<file path="src/rtl/ifu_fetch.sv">
// ifu_fetch -- instruction fetch unit for the multi-cycle NPC core.
//
// Owns the architectural PC, fetches one instruction at a time from
// instruction memory and holds it for decode. The next PC always comes
// from the branch/next-PC generator; this block never increments the PC.
//
// Ports:
//   clk, rst                      clock, synchronous active-high reset
//   imem_req_valid/ready, imem_addr   fetch request (addr == pc)
//   imem_rsp_valid, imem_rdata    8-byte-aligned doubleword response
//   inst_valid/ready, inst, pc    instruction handed to decode
//   next_pc_valid, next_pc        next PC from the generator
//   fetch_fault                   misaligned next-PC trap
//
// Optional feature: define IFU_MISALIGN_CHECK_EN to trap a next_pc with
// bit 1 set (enters S_FAULT until reset). Without it, next_pc[1:0] is
// simply cleared and fetch_fault is tied low.

module ifu_fetch #(
  parameter logic [63:0] RESET_PC = 64'h8000_0000
) (
  input  logic        clk,
  input  logic        rst,
  output logic        imem_req_valid,
  input  logic        imem_req_ready,
  output logic [63:0] imem_addr,
  input  logic        imem_rsp_valid,
  input  logic [63:0] imem_rdata,
  output logic        inst_valid,
  input  logic        inst_ready,
  output logic [31:0] inst,
  output logic [63:0] pc,
  input  logic        next_pc_valid,
  input  logic [63:0] next_pc,
  output logic        fetch_fault
);

  localparam logic [2:0] S_REQ   = 3'd0;
  localparam logic [2:0] S_WAIT  = 3'd1;
  localparam logic [2:0] S_HOLD  = 3'd2;
  localparam logic [2:0] S_NEXT  = 3'd3;
`ifdef IFU_MISALIGN_CHECK_EN
  localparam logic [2:0] S_FAULT = 3'd4;
`endif

  logic [2:0]  state_q, state_d;
  logic [63:0] pc_q;
  logic [31:0] inst_q;
  logic        npc_misalign;

  // Low bits of next_pc are discarded by design (bit 0 is cleared
  // upstream; bit 1 only matters when the misalign check is built).
  logic unused_npc_lsbs;
  assign unused_npc_lsbs = ^next_pc[1:0];

`ifdef IFU_MISALIGN_CHECK_EN
  assign npc_misalign = next_pc[1];
`else
  assign npc_misalign = 1'b0;
`endif

  // Next-state logic. Inputs not relevant to the current state are
  // ignored, which is what makes spurious responses/next-PCs harmless.
  always_comb begin
    state_d = state_q;
    case (state_q)
      S_REQ:  if (imem_req_ready)  state_d = S_WAIT;
      S_WAIT: if (imem_rsp_valid)  state_d = S_HOLD;
      S_HOLD: if (inst_ready)      state_d = S_NEXT;
      S_NEXT: begin
        if (next_pc_valid) begin
`ifdef IFU_MISALIGN_CHECK_EN
          state_d = npc_misalign ? S_FAULT : S_REQ;
`else
          state_d = S_REQ;
`endif
        end
      end
`ifdef IFU_MISALIGN_CHECK_EN
      S_FAULT: state_d = S_FAULT;
`endif
      default: state_d = S_REQ;
    endcase
  end

  always_ff @(posedge clk) begin
    if (rst) begin
      state_q <= S_REQ;
      pc_q    <= RESET_PC;
      inst_q  <= 32'h0;
    end else begin
      state_q <= state_d;
      // Pick the 32-bit half of the doubleword selected by pc[2].
      if (state_q == S_WAIT && imem_rsp_valid)
        inst_q <= pc_q[2] ? imem_rdata[63:32] : imem_rdata[31:0];
      // A trapped next-PC leaves pc pointing at the faulting instruction.
      if (state_q == S_NEXT && next_pc_valid && !npc_misalign)
        pc_q <= {next_pc[63:2], 2'b00};
    end
  end

  assign imem_req_valid = (state_q == S_REQ);
  assign imem_addr      = pc_q;
  assign inst_valid     = (state_q == S_HOLD);
  assign inst           = inst_q;
  assign pc             = pc_q;

`ifdef IFU_MISALIGN_CHECK_EN
  assign fetch_fault    = (state_q == S_FAULT);
`else
  assign fetch_fault    = 1'b0;
`endif

endmodule

</file>
<file path="config.mk">
export PLATFORM = sky130hd
export DESIGN_NAME = ifu_fetch
export DESIGN_NICKNAME = d
export VERILOG_FILES = /design/src/rtl/ifu_fetch.sv
export SDC_FILE = /design/constraint.sdc
export NUM_CORES = 1
export LEC_CHECK = 0
export ABC_AREA = 1
export BUFFER_PORTS_ARGS = -buffer_cell sky130_fd_sc_hd__buf_2
export CORE_ASPECT_RATIO = 1.25
export CORE_MARGIN = 4
export CORE_UTILIZATION = 38
export CTS_CLUSTER_DIAMETER = 120
export DETAILED_ROUTE_END_ITERATION = 8
export GPL_TIMING_DRIVEN = 0
export PLACE_DENSITY = 0.76
export SETUP_SLACK_MARGIN = 0.02
export SLEW_MARGIN = 20
export SYNTH_ARGS = -nofsm -noshare
export SYNTH_HDL_FRONTEND = slang
export SYNTH_SLANG_ARGS = --single-unit
</file>
<file path="constraint.sdc">
create_clock -name clk -period 1.1 [get_ports clk]
set_input_delay 0.165 -clock clk [delete_from_list [all_inputs] [get_ports clk]]
set_output_delay 0.165 -clock clk [all_outputs]
set_load 0.01 [all_outputs]
</file>
### Word level (Yosys, flattened, before mapping)

Index checks and enable logic that the tools add are counted.

| storage, ports and cells | value |
|---|---|
| register bits | 97 |
| bits in latches | 0 |
| bits in writable memories | 0 |
| ROM bits | 0 |
| bits of input ports | 134 |
| output and inout bits | 163 |
| logic and storage cells | 20 |
| memories | 0 |

| operators by class | value |
|---|---|
| add/sub/neg operators | 0 |
| $mul | 0 |
| div/mod/pow operators | 0 |
| order comparisons | 0 |
| eq/ne operators | 7 |
| shift operators | 0 |
| multiplexer cells | 6 |
| bitwise logic cells | 0 |
| reductions and logical operators | 4 |

Operators by type and width:

| cell | count |
|---|---|
| two-way mux 32 bit | 1 |
| two-way mux 3 bit | 4 |
| one-hot mux 3 bit (4 select lines) | 1 |
| == test 3 x 2 -> 1 bit, second input constant | 2 |
| inequality test 2 x 1 -> 1 bit, second input constant | 2 |
| inequality test 2 bit, second input constant | 2 |
| AND reduction 4 bit | 1 |
| == test 3 x 1 -> 1 bit, second input constant | 1 |
| logical NOT 3 bit | 1 |
| logical AND 1 bit | 2 |

### Depth between registers and ports, before layout

Gate-level depths: netlist of the first run.

| logic depth | value |
|---|---|
| depth in word-level cells | 3 |
| mapped depth | 8 |
| gate-level depth less buffers | 8 |

### Least setup slack after synthesis of the first run

No wires, ideal clock.

| path | value |
|---|---|
| path kind | flip-flop to flip-flop |
| start | register state_q[1] |
| end | register inst_q[0] (netlist: inst[0]) |
| setup time | 0.116 ns |
| data arrival time | 1.079 ns |
| data required time | 0.984 ns |
| slack | -0.095 ns |
| stages on the path, launching flop included | 8 |
| buffers on the path | 1 |
| clock period less this slack | 1.195 ns |
| cell sequence | dfxtp_1 inv_1 ha_1 nand2_2 inv_4 buf_2 o211ai_1 inv_1 |

| between the ends | value |
|---|---|
| cells in the longest elaborated chain, start to end | 2 |

RTL lines:

| element | line | RTL |
|---|---|---|
| from (decl) | 46 | `logic [2:0] state_q, state_d;` |
| from (signal assigned) | 92 | `state_q <= state_d;` |
| == test 3 x 1 -> 1 bit | 94 | `if (state_q == S_WAIT && imem_rsp_valid)` |
| logical AND 1 bit | 94 |  |
| to (signal assigned) | 95 | `inst_q <= pc_q[2] ? imem_rdata[63:32] : imem_rdata[31:0];` |
| to (decl) | 48 | `logic [31:0] inst_q;` |

No other way between the ends.
A chain may end at the register's enable or synchronous reset.

### Worst setup path in the final report of the first run

| path | value |
|---|---|
| start | register state_q[0] |
| end | register pc_q[32] (netlist: imem_addr[32]) |

| between the ends | value |
|---|---|
| cells in the longest elaborated chain, start to end | 2 |

RTL lines:

| element | line | RTL |
|---|---|---|
| == test 3 x 2 -> 1 bit | 97 | `if (state_q == S_NEXT && next_pc_valid && !npc_misalign)` |
| logical AND 1 bit | 97 |  |
| to (signal assigned) | 98 | `pc_q <= {next_pc[63:2], 2'b00};` |
| to (decl) | 47 | `logic [63:0] pc_q;` |

No other way between the ends.

==> results.yml, run 1 <==
final_layout:
  area_growth_pct: 77.3
  final_common_cell: "buf_2"
  diodes: 0
  layout.cells.non_filler: 1070
  layout.nets: 1043
  fin_util_pct: 69.7
  drive_gt1_share_pct: 67.8
  fillers: 903
  layout_common_cells: "buf_2 (226), buf_6 (103), nor2_1 (76), nand2_1 (63), dfxtp_2 (51)"
power_and_ir_drop:
  internal_power_w: 0.00867
  p_seq_share_pct: 35.5
  p_switching_w: 0.00433
  p_sw_share_pct: 33.3
  powerDensity_nw_per_um2: 1590
  p_clk_share_pct: 24.3
  power_frac_comb_pct: 40.2
  leakage_nw: 4.18
  vdd_drop_max_v: 0.000770
timing:
  tightest_slew_ps: 761
  timing.fmax_ghz: 0.768
  hold-worst-slack_ps: 48.2
  slew_headroom_pct: 49.3
  setup_tns_ps: -13260
  rsz0062_at_grt: "yes"
  worst_slack_ps: -202
  final_max_slew_viol_count: 0
  skew_ps: 6.52
  setup-violations-final: 98
  hold_viol: 0
  finalCritPeriodShare_pct: 118
  min_period_ps: 1300
synthesis:
  ys_seq_area_share_pct: 41.7
  synth_warnings: 0
  synthMuxAreaShare_pct: 0
  synth-edff-count: 0
  synth_area_leaders: "dfxtp_1 (42%), buf_4 (13%), nor2_1 (8.6%)"
  synth-compound-area-share_pct: 12.9
  synthSimpleGateAreaFrac_pct: 23.0
  avgSynthCellArea_um2: 7.99
  synth_top_area_share_pct: 41.7
  synth_fa_ha_area_share_pct: 1.09
  syn_inst: 577
  synth_top_family_by_area: "simple AND/OR/NAND/NOR gates"
  synth-xor-area-share_pct: 0
  synth_cell_types: 26
  async_flop_share_pct: 0
  synth_seq_cells: 96
  synth_ff_type: "dfxtp_1"
  yosysTopAreaCell: "dfxtp_1"
  syn-cell-area_um2: 4610
placement:
  place_hpwl_um: 11200
  place_ws_ps: -221
  gp_congestion: 0.832
  placedCellCount: 1031
  port-buffer-count: 289
clocking:
  h-tree-depth: 3
  cts_hold_buffers: 0
  clock-sinks: 96
  cts-buffers-inserted: 9
  clock_latency_ps: 330
  cts-root-buf: "clkbuf_16"
  clockBufferDepth: 2
  clk_pin_slew_ps: 70
  cts_tree: "done"
die:
  fp-row-count: 44
  die_h_um: 131
  die_x_um: 106
  start_util_pct: 39.3
  die-area_um2: 14000
  ioPinCount: 297
  core_um2: 11700
detailed_routing:
  firstDrtPassIters: 4
  wire_per_inst_um: 16.7
  drt_iter0_markers: 160
  drt_wl_total_um: 17900
  wl_met1_um: 6120
  postRouteAntennaNets: 0
  wl_met3_um: 1830
  via_count: 5014
  highest_layer: "met4"
  drt-vias-per-instance: 4.69
  drc: 0
  wl_met2_um: 9420
grt:
  grt_pass1_vias: 4806
  track_usage_pct: 21.7
  grt_pass1_wl_um: 24600
  gr-total-overflow: 0
  grt_max_degree: 16
  antenna_found_initial: 0
worst_setup_path:
  cp-startpoint: "state_q[0]"
  end_kind: "flip-flop"
  rr_startpoint: "state_q[0]"
  critical_path_class: "reg -> reg"
  crit_required_ps: 1360
  crit_arrival_ps: 1560
  startpoint_type: "flip-flop"
  cp_max_fo: 7
hold_path:
  min_path_type: "in -> reg"
  min-delay-start: "next_pc[46]"
status:
  outcome: "complete, but fails checks"
  violations: "setup timing"
run:
  max_cap_violations: 0
## cells in the mapped netlist, types with 4 or more instances
master / n
nor2_1: 105
dfxtp_1: 96
buf_4: 77
nand2_1: 67
o21ai_0: 61
inv_1: 39
nand3_1: 24
o211ai_1: 23
nor2_2: 21
buf_6: 10
nand2_2: 10
nand3_2: 9
o211ai_2: 9
clkbuf_1: 5
clkbuf_2: 5
ha_1: 4
## power by group through the flow
stage	sequential (W)	clock, W	combinational (W)
3_3_place_gp	0.00451	0	0.00371
2_1_floorplan	0.00472	0	0.00213
5_1_grt	0.00469	0.00336	0.00562
6_report	0.00462	0.00316	0.00522
4_1_cts	0.00455	0.00320	0.00462
3_5_place_dp	0.00452	0	0.00376
## sequential cells by signal, summed over array words and instances, names as in the netlist
register and flops:
imem_addr 62, state_q 2, inst 32
## kinds of logic (layout without fill, tap and decap cells)
| kind of cell | Yosys count | after routing |
|---|---|---|
| buffers and inverters | 145 | 472 |
| other | 1 | 5 |
| and+or+nand+nor | 237 | 238 |
| adders and majority gates | 4 | 4 |
| DFF | 96 | 96 |
| AOI/OAI and AO/OA | 94 | 94 |
## through the flow
step | area [um2] | power [W]
after CTS | 7550 | 0.0124
after global placement | 6340 | 0.00822
final | 8170 | 0.0130
after detailed placement | 6340 | 0.00828
after global routing | 8170 | 0.0137
after floorplan | 4690 | 0.00685
## per-layer routing
metal,global-route usage [%],up-vias
met4,7.75,0
met5,0,-
met1,22.5,2281
met3,7.56,41
li1,-,2419
met2,39.9,273
## final cells by class
class | count | area, um2 | area share (%)
repair buffers | 339 | 2420 | 29.6
multi-input cells | 341 | 2170 | 26.6
flip-flops and latches | 96 | 2030 | 24.9
plain buffers | 72 | 810 | 9.91
clock buffers | 11 | 243 | 2.97
well taps | 161 | 201 | 2.47
inverters | 43 | 200 | 2.45
clock inverters | 4 | 55.1 | 0.674
repair inverters | 3 | 33.8 | 0.413
## worst max-delay path, cell delays in order (launching register included)
cell,delay [ps]
dfxtp_4,400
ha_4,220
nand2_8,150
inv_8,130
buf_8,120
nor2_1,40
nor2_1,150
## final timing paths
| check | to | slack [ps] | depth (start not counted) |
|---|---|---|---|
| worst max-delay path | imem_addr[32] | -200 | 6 |
| worst min-delay path | imem_addr[46] | 50 | 3 |
| worst max register to register | imem_addr[32] | -200 | 6 |
| worst min register to register | inst[9] | 490 | 2 |
## what timing repair did
action	CTS	global route
setup endpoints to repair	160	159
resized for setup	238	143
cloned	6	12
setup buffers	18	18
pin swaps	6	30
No activity file was read; power rests on OpenSTA's default activity.
==> run 2: changes to the inputs <==
- CTS_BUF_LIST: not set -> sky130_fd_sc_hd__clkbuf_8
==> run 2 against run 1 <==
The flow still finishes with violations (setup timing). Maximum frequency down 4.5%. Critical path depth shrank 1. Core utilization increased by 1.9 points. Total power shrank 2.7%. Design area rose by 2.7%. First-iteration DRC count up 37%. Non-clock buffer count grew 19. Setup slack worse by 61 ps. Worst hold slack worse by 15 ps. Final cell count is 1.9% higher. Routed wire length is 8.1% higher.
==> results.yml, run 2 (synthesis results as in run 1) <==
status:
  outcome: "complete, but fails checks"
  violations: "setup timing"
clocking:
  cts-buffers-inserted: 9
  cts-root-buf: "clkbuf_8"
  cts_tree: "done"
  clock-sinks: 96
  clock_latency_ps: 360
  clockBufferDepth: 2
  h-tree-depth: 3
  clk_pin_slew_ps: 110
grt:
  antenna_found_initial: 0
  track_usage_pct: 21.6
  gr-total-overflow: 0
  grt_pass1_wl_um: 24200
  grt_pass1_vias: 4712
  grt_max_degree: 16
detailed_routing:
  drt_iter0_markers: 219
  highest_layer: "met4"
  drt-vias-per-instance: 4.81
  drt_wl_total_um: 19300
  wl_met1_um: 6610
  postRouteAntennaNets: 0
  wire_per_inst_um: 17.7
  wl_met2_um: 10100
  drc: 0
  firstDrtPassIters: 5
  wl_met3_um: 1830
  via_count: 5244
die:
  die-area_um2: 14000
  ioPinCount: 297
  start_util_pct: 39.3
  die_h_um: 131
  die_x_um: 106
  fp-row-count: 44
  core_um2: 11700
worst_setup_path:
  cp_max_fo: 6
  end_kind: "flip-flop"
  crit_required_ps: 1360
  critical_path_class: "reg -> reg"
  startpoint_type: "flip-flop"
  crit_arrival_ps: 1620
power_and_ir_drop:
  vdd_drop_max_v: 0.000745
  p_switching_w: 0.00440
  leakage_nw: 4.29
  p_sw_share_pct: 34.8
  power.total_w: 0.0126
  power_frac_comb_pct: 44.6
  p_seq_share_pct: 36.7
  p_clk_share_pct: 18.6
  internal_power_w: 0.00825
  powerDensity_nw_per_um2: 1510
timing:
  worst_slack_ps: -263
  timing.fmax_ghz: 0.734
  finalCritPeriodShare_pct: 124
  slew_headroom_pct: 64.4
  skew_ps: 15.7
  final_max_slew_viol_count: 0
  min_period_ps: 1360
  hold_viol: 0
  setup-violations-final: 124
  rsz0062_at_grt: "yes"
  tightest_slew_ps: 533
final_layout:
  diodes: 0
  fin_util_pct: 71.5
  drive_gt1_share_pct: 68.4
  layout_common_cells: "buf_2 (210), buf_6 (128), nor2_1 (70), nand2_1 (65), buf_4 (58)"
  area_growth_pct: 82.1
  final_common_cell: "buf_2"
  layout.nets: 1063
  largest_reg_flops: 62
placement:
  place_hpwl_um: 11200
  port-buffer-count: 289
  gp_congestion: 0.832
run:
  max_cap_violations: 0
hold_path:
  min_path_type: "in -> reg"
[run 2: area by class of cell]
cell class | count | area [um2]
Multi-Input combinational cell | 342 | 2140
Timing Repair Buffer | 344 | 2570
Sequential cell | 96 | 2070
Inverter | 43 | 201
Clock buffer | 10 | 138
Tap cell | 161 | 201
Fill cell | 859 | 3340
Timing Repair inverter | 3 | 33.8
Buffer | 86 | 975
Clock inverter | 5 | 58.8
[run 2: layer usage]
layer  GRT usage [%]  vias to the layer above
li1                -                     2462
met1            22.3                     2415
met4            8.24                        0
met3            7.65                       60
met5               0                        -
met2            39.5                      307
[run 2: timing repair]
action,CTS,global route
pin swaps,3,36
gates resized for setup,218,194
gates cloned,5,15
buffers inserted,19,21
endpoints found under the setup margin,177,181
hold buffers,0,0
[run 2: path summary, 6_finish.rpt]
path	start	endpoint	slack, ps	cells past startpoint
worst min register to register	inst[10]	inst[10]	490	2
worst max register to register	state_q[0]	imem_addr[40]	-260	5
worst max-delay path	state_q[0]	imem_addr[40]	-260	5
worst min-delay path	next_pc[8]	imem_addr[8]	30	3
[run 2: worst max-delay path, cell delays in order, from the launching register on]
cell and delay [ps]:
dfxtp_4 410, ha_4 230, nand2_8 130, buf_6 170, o21ai_0 210, nor2_1 100
[run 2: power groups by stage]
stage / clock (W) / combinational (W) / sequential [W]
final: 0.00236 / 0.00565 / 0.00464
after floorplan: 0 / 0.00213 / 0.00472
after detailed placement: 0 / 0.00376 / 0.00452
after global routing: 0.00255 / 0.00602 / 0.00472
after CTS: 0.00240 / 0.00463 / 0.00456
after global placement: 0 / 0.00371 / 0.00451
[run 2: per-stage QoR]
stage          instance area (um2)  setup TNS (ps)  hold slack, ps  setup WS, ps  instances
3_3_place_gp                  6340          -13110             404          -193       1031
6_report                      8390          -15130            33.6          -263       1090
3_5_place_dp                  6340          -15100             399          -221       1031
2_1_floorplan                 4690           -1160             278         -24.9        581
4_1_cts                       7420          -15140            12.0          -210       1054
5_1_grt                       8390          -22950            17.8          -339       1090
==> run 3: changes to the inputs <==
- CORE_ASPECT_RATIO: 1.25 -> not set
- CORE_UTILIZATION: 38 -> 40
- PLACE_DENSITY: 0.76 -> 0.79
- SLEW_MARGIN: 20 -> 40
- TNS_END_PERCENT: not set -> 20
==> run 3 against run 2 <==
The run still ends with setup timing left. Combinational power is 23% lower. Non-clock buffer count decreased by 25. Register-to-register slack about the same. Worst hold slack gained 9.8 ps. Core utilization is 7.6 points lower. Sequential share of layout area increased by 3.6 points. Via count decreased by 9.2%. Clock skew is 3.8 ps lower. Clock power decreased by 8.5%. Total power is 12% lower. Critical path type unchanged. Critical endpoint is now imem_addr[35]. Highest routed layer is now met5.
==> results.yml, run 3 (synthesis results as in run 1) <==
status:
  outcome: "complete, but fails checks"
  violations: "setup timing"
clocking:
  cts-root-buf: "clkbuf_8"
  cts_tree: "done"
  clock_latency_ps: 350
  clock-sinks: 96
  clk_pin_slew_ps: 100
  h-tree-depth: 3
  clockBufferDepth: 2
  cts-buffers-inserted: 9
timing:
  hold_viol: 0
  worst_slack_ps: -259
  finalCritPeriodShare_pct: 124
  setup-violations-final: 144
  min_period_ps: 1360
  hold-worst-slack_ps: 43.3
  skew_ps: 11.9
  rsz0062_at_grt: "yes"
  timing.fmax_ghz: 0.736
  final_max_slew_viol_count: 0
power_and_ir_drop:
  leakage_nw: 3.90
  powerDensity_nw_per_um2: 1570
  vdd_drop_max_v: 0.000930
die:
  core_um2: 11100
  ioPinCount: 297
  die_h_um: 115
  die-area_um2: 13300
  fp-row-count: 38
  die_x_um: 115
  start_util_pct: 41.6
final_layout:
  stdcell_area_um2: 7080
  final_common_cell: "buf_2"
  diodes: 0
  layout_common_cells: "buf_2 (287), nor2_1 (83), buf_4 (75), nand2_1 (65), dfxtp_2 (61)"
  layout.cells.non_filler: 1042
  fillers: 972
  drive_gt1_share_pct: 63.6
  area_growth_pct: 53.7
  largest_reg_flops: 62
  layout.nets: 1035
detailed_routing:
  via_count: 4761
  drt_wl_total_um: 15300
  firstDrtPassIters: 5
  wire_per_inst_um: 14.6
  drc: 0
  postRouteAntennaNets: 0
  drt_iter0_markers: 264
  drt-vias-per-instance: 4.57
placement:
  dpl_cell_area_um2: 6280
  place_hpwl_um: 11600
  placedCellCount: 1010
  port-buffer-count: 289
  gp_congestion: 0.817
worst_setup_path:
  crit_path_cell_trace: "buf_6 -> ha_4 -> nand2_8 -> clkbuf_8 -> o21ai_0 -> nor2_1"
  r2r_slack_ps: -260
  timing.rr.end: "imem_addr[35]"
  crit_arrival_ps: 1610
  critical_path_class: "reg -> reg"
  cpPeakStageDelay_ps: 370
  startpoint_type: "flip-flop"
  end_kind: "flip-flop"
  rr_startpoint: "state_q[1]"
  cp_max_fo: 8
  cp-startpoint: "state_q[1]"
  r2r_cells: 6
  critPathSlowestCell: "dfxtp_4"
  crit_required_ps: 1350
grt:
  grt_max_degree: 16
  antenna_found_initial: 2
  gr-total-overflow: 0
  track_usage_pct: 21.5
  grt_pass1_wl_um: 22400
  grt_pass1_vias: 4515
hold_path:
  min-delay-start: "next_pc[53]"
  holdPathEnd: "imem_addr[53]"
  min_path_type: "in -> reg"
  whs_path_depth: 3
run:
  max_cap_violations: 0
run 3: cell types whose count changed in the layout (fill, tap and decap cells not counted), sizes merged:
cell         before  now
bufinv            1    0
inv              47   44
nand2            80   79
clkinv            2    4
buf             415  390
dlygate4sd3       0    1
run 3: area by class of cell:
cell class	instances	area, um2	share of cell area [%]
inverters	43	193	2.72
repair buffers	303	1680	23.7
plain buffers	102	911	12.9
multi-input cells	341	1920	27.1
clock inverters	5	31.3	0.442
clock buffers	11	151	2.14
well taps	140	175	2.47
repair inverters	1	11.3	0.159
flip-flops and latches	96	2010	28.4
run 3: how the worst max path moves through the flow:
stage / to / slack, ps / cells past startpoint
2_1_floorplan: state_q[0] / -20 / 8
3_3_place_gp: imem_addr[54] / -180 / 5
3_5_place_dp: imem_addr[16] / -220 / 5
4_1_cts: inst[5] / -200 / 8
5_1_grt: inst[24] / -280 / 8
6_report: imem_addr[35] / -260 / 6
run 3: routing by layer:
metal / wire length (um) / global-route usage (%)
met2: 7700 / 38.5
met5: 34 / 0
met3: 1340 / 6.74
met4: 413 / 7.20
met1: 5770 / 24.0
run 3: power by group:
group	internal (W)	leakage, nW	switching, W
Clock	0.000940	0.0951	0.00122
Combinational	0.00219	2.99	0.00217
Sequential	0.00410	0.811	0.000464
Total	0.00723	3.90	0.00386
run 3: through the flow:
step	TNS, ps	setup WS [ps]	util [%]	power (W)
5_1_grt	-26070	-281	63.9	0.0118
2_1_floorplan	-702	-24.9	-	0.00683
3_3_place_gp	-12330	-176	56.7	0.00821
6_report	-18470	-259	63.9	0.0111
3_5_place_dp	-14760	-221	56.7	0.00828
4_1_cts	-17800	-201	61.8	0.0109
run 3: critical path: cells and delay by family (launching register included):
family	cells	cell delay, ps
flip-flops	1	370
buffers and inverters	2	310
AND/OR/NAND/NOR	2	210
adder cells (fa/ha/maj)	1	180
AO/OA/AOI/OAI	1	170
run 3: what timing repair did:
action                     in CTS  in global routing
cloned                          5                  4
setup endpoints to repair     170                166
hold buffers                    1                  0
hold endpoints to repair        1                  0
gates resized for setup       129                 61
pin swaps                       6                  6
setup buffers                   6                  0
